`config.mk`:
```
export PLATFORM = sky130hd
export DESIGN_NAME = fuzz_stim_sequencer_flat
export DESIGN_NICKNAME = d
export VERILOG_FILES = /design/src/rtl/fuzz_stim_sequencer_if.sv /design/src/rtl/fuzz_stim_sequencer.sv /design/src/flat_wrapper.sv
export SDC_FILE = /design/constraint.sdc
export NUM_CORES = 2
export LEC_CHECK = 0
export BUFFER_PORTS_ARGS = -buffer_cell sky130_fd_sc_hd__buf_2
export CAP_MARGIN = 20
export CORE_MARGIN = 4
export CORE_UTILIZATION = 40
export CTS_CLUSTER_DIAMETER = 100
export CTS_CLUSTER_SIZE = 8
export DETAILED_ROUTE_END_ITERATION = 8
export RECOVER_POWER = 50
export SETUP_SLACK_MARGIN = 0.05
export SLEW_MARGIN = 10
export SYNTH_ARGS = -nofsm -noshare
export SYNTH_HDL_FRONTEND = slang
export SYNTH_SLANG_ARGS = --single-unit
```
`constraint.sdc`:
```
create_clock -name clk -period 14.8 [get_ports clk]
set_input_delay 3.7 -clock clk [delete_from_list [all_inputs] [get_ports clk]]
set_output_delay 3.7 -clock clk [all_outputs]
set_load 0.02 [all_outputs]
```
`src/rtl/fuzz_stim_sequencer_if.sv`:
```
// Port bundle between the fuzz harness controller (master) and fuzz_stim_sequencer (slave).
// Exposes the sequencer FSM state on state_dbg so external checkers can follow the run.
interface fuzz_stim_sequencer_if #(
    parameter int IN_W  = 261,
    parameter int OUT_W = 330,
    parameter int CYC_W = 32
);
    // start is a level sampled only while the sequencer is IDLE or DONE (busy low); there is
    // no ready, acceptance is implied by busy rising on the next edge. abort always wins.
    logic             start;
    logic             abort;
    logic [31:0]      seed;
    logic [CYC_W-1:0] cycles;
    logic [OUT_W-1:0] dut_out;
    logic [IN_W-1:0]  dut_in;
    logic             apply;
    logic             busy;
    logic             done;
    logic [CYC_W-1:0] cyc_count;
    logic [31:0]      signature;
    logic [2:0]       state_dbg;

    modport master (
        output start, abort, seed, cycles, dut_out,
        input  dut_in, apply, busy, done, cyc_count, signature, state_dbg
    );

    modport slave (
        input  start, abort, seed, cycles, dut_out,
        output dut_in, apply, busy, done, cyc_count, signature, state_dbg
    );
endinterface

```
`src/rtl/fuzz_stim_sequencer.sv`:
```
// Clocked LCG stimulus scheduler: fills a vector word by word, applies it atomically, waits LAT,
// folds dut_out into a signature. Optional signature logic: define FUZZ_SEQ_SIGNATURE_EN.
module fuzz_stim_sequencer #(
    parameter int IN_W  = 261,
    parameter int OUT_W = 330,
    parameter int CYC_W = 32,
    parameter int LAT   = 1
) (
    input logic                  clk,
    input logic                  rst_n,
    fuzz_stim_sequencer_if.slave bus
);
    localparam int W   = (IN_W + 31) / 32;
    localparam int K_W = (W > 1) ? $clog2(W) : 1;
    localparam int L_W = (LAT > 0) ? $clog2(LAT + 1) : 1;
    localparam logic [31:0] LCG_MUL = 32'h41C6_4E6D;
    localparam logic [31:0] LCG_INC = 32'h0000_3039;

    typedef enum logic [2:0] {
        S_IDLE    = 3'd0,
        S_FILL    = 3'd1,
        S_APPLY   = 3'd2,
        S_CAPTURE = 3'd3,
        S_DONE    = 3'd4
    } state_t;

    state_t           state_q, state_d;
    logic [31:0]      rng_q, rng_d, rng_step;
    logic [IN_W-1:0]  shadow_q, shadow_d, dut_in_q, dut_in_d;
    logic [K_W-1:0]   k_q, k_d;
    logic [L_W-1:0]   lat_q, lat_d;
    logic [CYC_W-1:0] cycles_q, cycles_d, cyc_count_q, cyc_count_d, cyc_next;
    logic             apply_q, apply_d, busy_q, busy_d, done_q, done_d;
    logic [W*32-1:0]  word_mask, word_rep;

    assign rng_step  = rng_q * LCG_MUL + LCG_INC;
    assign cyc_next  = cyc_count_q + CYC_W'(1);
    // Word k of the shadow is replaced in one go; the cast drops the truncated top of the last word.
    assign word_mask = (W*32)'(32'hFFFF_FFFF) << {k_q, 5'b0};
    assign word_rep  = {W{rng_step}};

`ifdef FUZZ_SEQ_SIGNATURE_EN
    localparam int C = (OUT_W + 31) / 32;
    logic [31:0]     sig_q, sig_d, fold;
    logic [C*32-1:0] out_pad;

    always_comb begin
        out_pad = (C*32)'(bus.dut_out);
        fold    = '0;
        for (int i = 0; i < C; i++) begin
            fold = fold ^ 32'(out_pad >> (i * 32));
        end
    end

    assign bus.signature = sig_q;
`else
    assign bus.signature = '0;
`endif

    always_comb begin
        state_d     = state_q;
        rng_d       = rng_q;
        shadow_d    = shadow_q;
        dut_in_d    = dut_in_q;
        k_d         = k_q;
        lat_d       = lat_q;
        cycles_d    = cycles_q;
        cyc_count_d = cyc_count_q;
        apply_d     = 1'b0;
        busy_d      = busy_q;
        done_d      = done_q;
`ifdef FUZZ_SEQ_SIGNATURE_EN
        sig_d       = sig_q;
`endif
        if (bus.abort) begin
            state_d = S_IDLE;
            busy_d  = 1'b0;
            done_d  = 1'b0;
        end else begin
            case (state_q)
                S_IDLE, S_DONE: begin
                    if (state_q == S_DONE) begin
                        busy_d = 1'b0;
                        done_d = 1'b1;
                    end
                    if (bus.start) begin
                        rng_d       = bus.seed;
                        cycles_d    = bus.cycles;
                        cyc_count_d = '0;
                        done_d      = 1'b0;
                        busy_d      = 1'b1;
                        k_d         = '0;
`ifdef FUZZ_SEQ_SIGNATURE_EN
                        sig_d       = '0;
`endif
                        state_d     = (bus.cycles == '0) ? S_DONE : S_FILL;
                    end
                end
                S_FILL: begin
                    rng_d    = rng_step;
                    shadow_d = IN_W'(((W*32)'(shadow_q) & ~word_mask) | (word_rep & word_mask));
                    if (k_q == K_W'(W - 1)) begin
                        k_d     = '0;
                        state_d = S_APPLY;
                    end else begin
                        k_d = k_q + K_W'(1);
                    end
                end
                S_APPLY: begin
                    dut_in_d = shadow_q;
                    apply_d  = 1'b1;
                    lat_d    = '0;
                    state_d  = S_CAPTURE;
                end
                S_CAPTURE: begin
                    if (lat_q == L_W'(LAT)) begin
                        cyc_count_d = cyc_next;
`ifdef FUZZ_SEQ_SIGNATURE_EN
                        sig_d       = {sig_q[30:0], sig_q[31]} ^ fold;
`endif
                        state_d     = (cyc_next == cycles_q) ? S_DONE : S_FILL;
                    end else begin
                        lat_d = lat_q + L_W'(1);
                    end
                end
                default: state_d = S_IDLE;
            endcase
        end
    end

    always_ff @(posedge clk) begin
        if (!rst_n) begin
            state_q     <= S_IDLE;
            rng_q       <= '0;
            shadow_q    <= '0;
            dut_in_q    <= '0;
            k_q         <= '0;
            lat_q       <= '0;
            cycles_q    <= '0;
            cyc_count_q <= '0;
            apply_q     <= 1'b0;
            busy_q      <= 1'b0;
            done_q      <= 1'b0;
`ifdef FUZZ_SEQ_SIGNATURE_EN
            sig_q       <= '0;
`endif
        end else begin
            state_q     <= state_d;
            rng_q       <= rng_d;
            shadow_q    <= shadow_d;
            dut_in_q    <= dut_in_d;
            k_q         <= k_d;
            lat_q       <= lat_d;
            cycles_q    <= cycles_d;
            cyc_count_q <= cyc_count_d;
            apply_q     <= apply_d;
            busy_q      <= busy_d;
            done_q      <= done_d;
`ifdef FUZZ_SEQ_SIGNATURE_EN
            sig_q       <= sig_d;
`endif
        end
    end

    assign bus.dut_in    = dut_in_q;
    assign bus.apply     = apply_q;
    assign bus.busy      = busy_q;
    assign bus.done      = done_q;
    assign bus.cyc_count = cyc_count_q;
    assign bus.state_dbg = state_q;
endmodule

```
`src/flat_wrapper.sv`:
```
// flat-port wrapper written by rule: the top's interface ports become plain ports
module fuzz_stim_sequencer_flat 
#(
    parameter int IN_W  = 261,
    parameter int OUT_W = 330,
    parameter int CYC_W = 32,
    parameter int LAT   = 1
)
  (clk, rst_n, bus_start, bus_abort, bus_seed, bus_cycles, bus_dut_out, bus_dut_in, bus_apply, bus_busy, bus_done, bus_cyc_count, bus_signature, bus_state_dbg);
  fuzz_stim_sequencer_if #(.IN_W(IN_W), .OUT_W(OUT_W), .CYC_W(CYC_W)) bus_i ();
  input logic clk;
  input logic rst_n;
  input wire logic [$bits(bus_i.start)-1:0] bus_start;
  input wire logic [$bits(bus_i.abort)-1:0] bus_abort;
  input wire logic [$bits(bus_i.seed)-1:0] bus_seed;
  input wire logic [$bits(bus_i.cycles)-1:0] bus_cycles;
  input wire logic [$bits(bus_i.dut_out)-1:0] bus_dut_out;
  output wire logic [$bits(bus_i.dut_in)-1:0] bus_dut_in;
  output wire logic [$bits(bus_i.apply)-1:0] bus_apply;
  output wire logic [$bits(bus_i.busy)-1:0] bus_busy;
  output wire logic [$bits(bus_i.done)-1:0] bus_done;
  output wire logic [$bits(bus_i.cyc_count)-1:0] bus_cyc_count;
  output wire logic [$bits(bus_i.signature)-1:0] bus_signature;
  output wire logic [$bits(bus_i.state_dbg)-1:0] bus_state_dbg;
  assign bus_i.start = bus_start;
  assign bus_i.abort = bus_abort;
  assign bus_i.seed = bus_seed;
  assign bus_i.cycles = bus_cycles;
  assign bus_i.dut_out = bus_dut_out;
  assign bus_dut_in = bus_i.dut_in;
  assign bus_apply = bus_i.apply;
  assign bus_busy = bus_i.busy;
  assign bus_done = bus_i.done;
  assign bus_cyc_count = bus_i.cyc_count;
  assign bus_signature = bus_i.signature;
  assign bus_state_dbg = bus_i.state_dbg;
  fuzz_stim_sequencer #(.IN_W(IN_W), .OUT_W(OUT_W), .CYC_W(CYC_W), .LAT(LAT)) u_core (.clk(clk), .rst_n(rst_n), .bus(bus_i));
endmodule
```
; ---- After elaboration in Yosys (flattened, before gate mapping)
; Index checks and enable logic that the tools add are counted.
[op_classes]
mux = 21
n_shift = 1
n_reduce_logical = 16
n_mul = 1
n_addsub = 4
n_bitwise = 6
n_eq_ne = 9
[op_table]
columns = op, n
row1 = 261-bit bitwise AND, 2
row2 = 261-bit inverter, 1
row3 = 261-bit OR, 1
row4 = "32-bit by 9-bit << shifter with 261-bit output, first input constant", 1
row5 = 32-bit case mux with 2 select lines, 2
row6 = 32-bit 2-to-1 mux, 3
row7 = "32-bit by 1-bit adder with 32-bit output, second input constant", 1
row8 = "32-bit by 14-bit adder with 32-bit output, second input constant", 1
row9 = 32-bit == test, 1
row10 = 32-bit logical NOT, 1
row11 = "32-bit by 31-bit multiplier with 32-bit output, second input constant", 1
row12 = 3-bit 2-to-1 mux, 5
row13 = 3-bit case mux with 4 select lines, 1
row14 = 3-bit AND reduction, 3
row15 = 4-bit 2-to-1 mux, 2
row16 = 4-bit case mux with 2 select lines, 1
row17 = 2-bit AND reduction, 4
row18 = 2-bit nonzero test, 4
row19 = "3-bit by 2-bit == test with 1-bit output, second input constant", 2
row20 = 1-bit 2-to-1 mux, 6
row21 = "4-bit by 1-bit adder with 4-bit output, second input constant", 1
row22 = "4-bit == test, second input constant", 1
row23 = "2-bit by 1-bit inequality test with 1-bit output, second input constant", 2
row24 = 4-bit AND reduction, 1
row25 = 8 further kinds, 10
[totals]
inputBits = 398
reg_bits = 629
out_inout_bits = 331
wordCells = 69

; ---- Longest topological paths before layout
[logic_depth]
depth_word = 5
mapped_depth = 29
mapped_depth_nobuf = 25

; ---- Worst setup path before layout
; No wires, ideal clock.
[synth_timing]
path_kind = register to register
from = reg u_core.rng_q[0]
to = reg u_core.rng_q[29]
slack_ns = 7.943
path_stages_with_launch = 27
setup_time_ns = 0.095
arrival_time_ns = 6.761
cell_sequence = dfxtp_1 -> clkbuf_1 -> inv_1 -> ha_1 -> clkbuf_1 -> inv_1 -> ha_1 -> inv_1 -> fa_1 -> inv_1 -> fa_1 -> ha_1 -> ha_1 -> fa_1 -> inv_1 -> fa_1 -> inv_1 -> ha_1 -> a21oi_1 -> o21ai_0 -> a211oi_2 -> o31ai_1 -> o311a_1 -> or2_0 -> clkbuf_1 -> or3_1 -> a221oi_1
[synth_between]
elab_chain_len = 3
[synth_rtl]
columns = element, line_no
row1 = from (decl), fuzz_stim_sequencer.sv:28  ; logic [31:0] rng_q, rng_d, rng_step;
row2 = from (signal assigned), fuzz_stim_sequencer.sv:149  ; rng_q <= rng_d;
row3 = 32-bit by 31-bit multiplier with 32-bit output, fuzz_stim_sequencer.sv:36  ; assign rng_step = rng_q * LCG_MUL + LCG_INC;
row4 = 32-bit by 14-bit adder with 32-bit output, fuzz_stim_sequencer.sv:36
row5 = 32-bit case mux with 2 select lines, fuzz_stim_sequencer.sv:80  ; case (state_q)
; Every way passes these cells.
; A chain may end at the register's enable or synchronous reset.

; ---- Worst setup path after layout
[layout_timing]
from = in rst_n
to = reg u_core.rng_q[22]
[layout_rtl]
columns = element, line_no
row1 = from (decl), flat_wrapper.sv:12  ; input logic rst_n;
; No word-level cell between the ends.

==> metrics.yaml <==
detailed_routing:
  drt_iter0_drc: 2286
  drt-total-wl_um: 111000
  drt-vias-per-instance: 5.24
  drt-wirelength-per-cell_um: 20.5
  ant_nets: 0
  drcViolationCount: 0
  firstDrtPassIters: 6
  met2_length_um: 50500
  wl_met3_um: 10000
  top_layer_used: "met5"
  wl_met1_um: 46600
  vias: 28400
synthesis:
  synth-edff-count: 0
  ys_types: 88
  ys_async_sr_fraction: 0
  syn_inst: 4077
  synth_ff_type: "dfxtp_1"
  ys_seq_area_frac: 0.375
  synth_adder_area_share: 0.191
  synth_xor_area_frac: 0.0281
  yosysWarnings: 0
  synth_top_family_by_area: "adder cells"
  synth_top_cell_area_share: 0.375
  avgSynthCellArea_sq_um: 8.24
  synth-seq-cells: 629
  synth_top_area_cell: "dfxtp_1"
  synth_compound_area_frac: 0.146
  syn-cell-area_sq_um: 33600
  synth_top_cells_by_area: "dfxtp_1 37%, fa_1 11%, nand2_1 9.8%"
  synth_mux_area_frac: 0.00216
  synthSimpleGateAreaFrac: 0.174
worst_setup_path:
  path_max_fanout: 107
  arrival_ps: 11330
  crit_top_cell: "clkbuf_1"
  path_delay_family: "buffers and inverters"
  cp_num_buf_inv: 4
  critPathLaunchType: "primary input"
  endpoint_kind: "register"
  cpPeakStageDelay_ps: 3510
  cpMaxStageDelayCell: "clkinvlp_2"
  cp_cell_sequence: "buf_2, clkbuf_1, clkinvlp_2, clkbuf_1, a2111oi_0"
  critical_path_class: "primary input to register"
  worst_ep_required_time_ps: 15250
floorplanning:
  start_util: 0.403
  die_area_sq_um: 88700
  die_h_um: 298
  ios: 729
  fp.dieW_um: 298
  core-area_sq_um: 83400
  std_cell_rows: 106
grt:
  grt_overflow_total: 0
  grt_first_pass_wirelength_um: 167000
  grt_max_degree: 216
  grt_usage: 0.245
  grt_pass1_vias: 27400
  antenna_found_initial: 34
timing:
  finalCriticalPeriod_ps: 10880
  fin_setup_tns_ps: 0
  fmax_ghz: 0.0919
  hold_viol: 0
  rsz0062_at_grt: "false"
  max-slew-margin-rel: -1.49
  setup_viol: 0
  fin_crit_sh: 0.735
  slew_violations: 228
  skew_ps: 55.7
  worst_slew_pin_slew_ps: 3740
cts:
  clk_latency_ps: 660
  clockBufferDepth: 3
  cts_tree: "done"
  holdBufCountCts: 0
  cts_buffers: 89
  cts_root_buf: "clkbuf_16"
  cts_htree_levels: 3
  cts_setup_buffers: 0
  clkTransAtPathRegs_ps: 50
  cts_resized: 0
  clock-sinks: 629
placement:
  io_buffers: 366
  place_congestion: 0.904
  dp_hpwl_um: 77500
worst_hold_path:
  worstHoldPathType: "register to register"
finish:
  syn2layout_area_growth_pct: 14.0
  fill_cells: 8564
  layout.nets: 5128
  layout-drive-gt1-share: 0.0588
run_status:
  status: "finished, violations left"
  violations: "max-capacitance violations, max-slew violations"
job:
  cap_violations: 3
-- layer usage --
metal	vias to the layer above	global-route usage
met1	13600	0.316
met2	920	0.393
met3	200	0.0748
met4	36	0.0804
li1	13700	-
met5	-	0
-- cell type report --
cell class              instances  area [sq um]  share of cell area
repair buffers                413          1840              0.0481
clock inverters                 5           105             0.00274
multi-input cells            2772         18500               0.482
well taps                    1080          1350              0.0353
flip-flops and latches        629         12600               0.329
diodes                         13          32.5            0.000849
clock buffers                  93          2310              0.0602
inverters                     424          1590              0.0416
-- synthesized netlist by cell type (all sizes together), types with 9 or more instances --
library cell,n
nor4,16
and2,9
a21oi,533
o21a,38
inv,424
xor2,29
nand2b,22
nor3,31
a311oi,17
nand4,26
or3,17
nor2,287
nand3,57
and3,10
a211oi,60
dfxtp,629
o21ai,54
nand2,882
o211ai,17
a31oi,19
clkbuf,226
xnor2,79
o31ai,16
a21o,11
buf,57
o311ai,17
or2,9
fa,188
ha,213
-- tightest hold or removal path, delay by kind of cell, from the launching register on --
family / cells / cell delay [ps]
AOI/OAI and AO/OA: 1 / 50
DFF: 1 / 300
and+or+nand+nor: 1 / 60
-- cells in the final DEF (no fill, tap or decap), drive strengths merged, types with 19 or more instances in the layout --
cell type | Yosys | final
nand2 | 882 | 882
dfxtp | 629 | 629
a21oi | 533 | 533
inv | 424 | 424
clkbuf | 226 | 399
nor2 | 287 | 287
ha | 213 | 213
fa | 188 | 188
buf | 57 | 107
xnor2 | 79 | 79
a211oi | 60 | 60
nand3 | 57 | 57
o21ai | 54 | 54
o21a | 38 | 38
conb | 1 | 32
nor3 | 31 | 31
xor2 | 29 | 29
nand4 | 26 | 26
nand2b | 22 | 22
a31oi | 19 | 19
-- cell families (layout without fill, tap and decap cells) --
| group | after synthesis | count (layout) |
|---|---|---|
| and+or+nand+nor | 1390 | 1390 |
| AOI/OAI and AO/OA | 834 | 834 |
| buffers and inverters | 707 | 935 |
| DFF | 629 | 629 |
| adders and majority gates | 401 | 401 |
| xor gates and xnor gates | 108 | 108 |
| muxes | 7 | 7 |
| other | 1 | 45 |
-- through the flow --
step                worst slack, ps  cells  hold slack [ps]  instance area (sq um)   util
finish                         3920   5429              417                  38300  0.459
global route                   3100   5424              452                  38300  0.459
CTS                            6490   5413              423                  38600  0.463
detailed placement             6540   5315              441                  36200  0.434
global placement               6570   5313              438                  36200  0.434
floorplan                      7940   4108              429                  33700      -
-- worst paths after layout --
check / depth (start not counted) / slack [ps] / to / start
max: 5 / 3920 / u_core.rng_q[22] / rst_n
min: 2 / 420 / u_core.bus.dut_in[229] / register
min reg2reg: 2 / 420 / u_core.bus.dut_in[229] / register
max reg2reg: 21 / 6480 / u_core.rng_q[29] / u_core.rng_q[4]
Power is not shown: default switching activity piles up to over one toggle a cycle in this logic, so the estimate is an artifact.
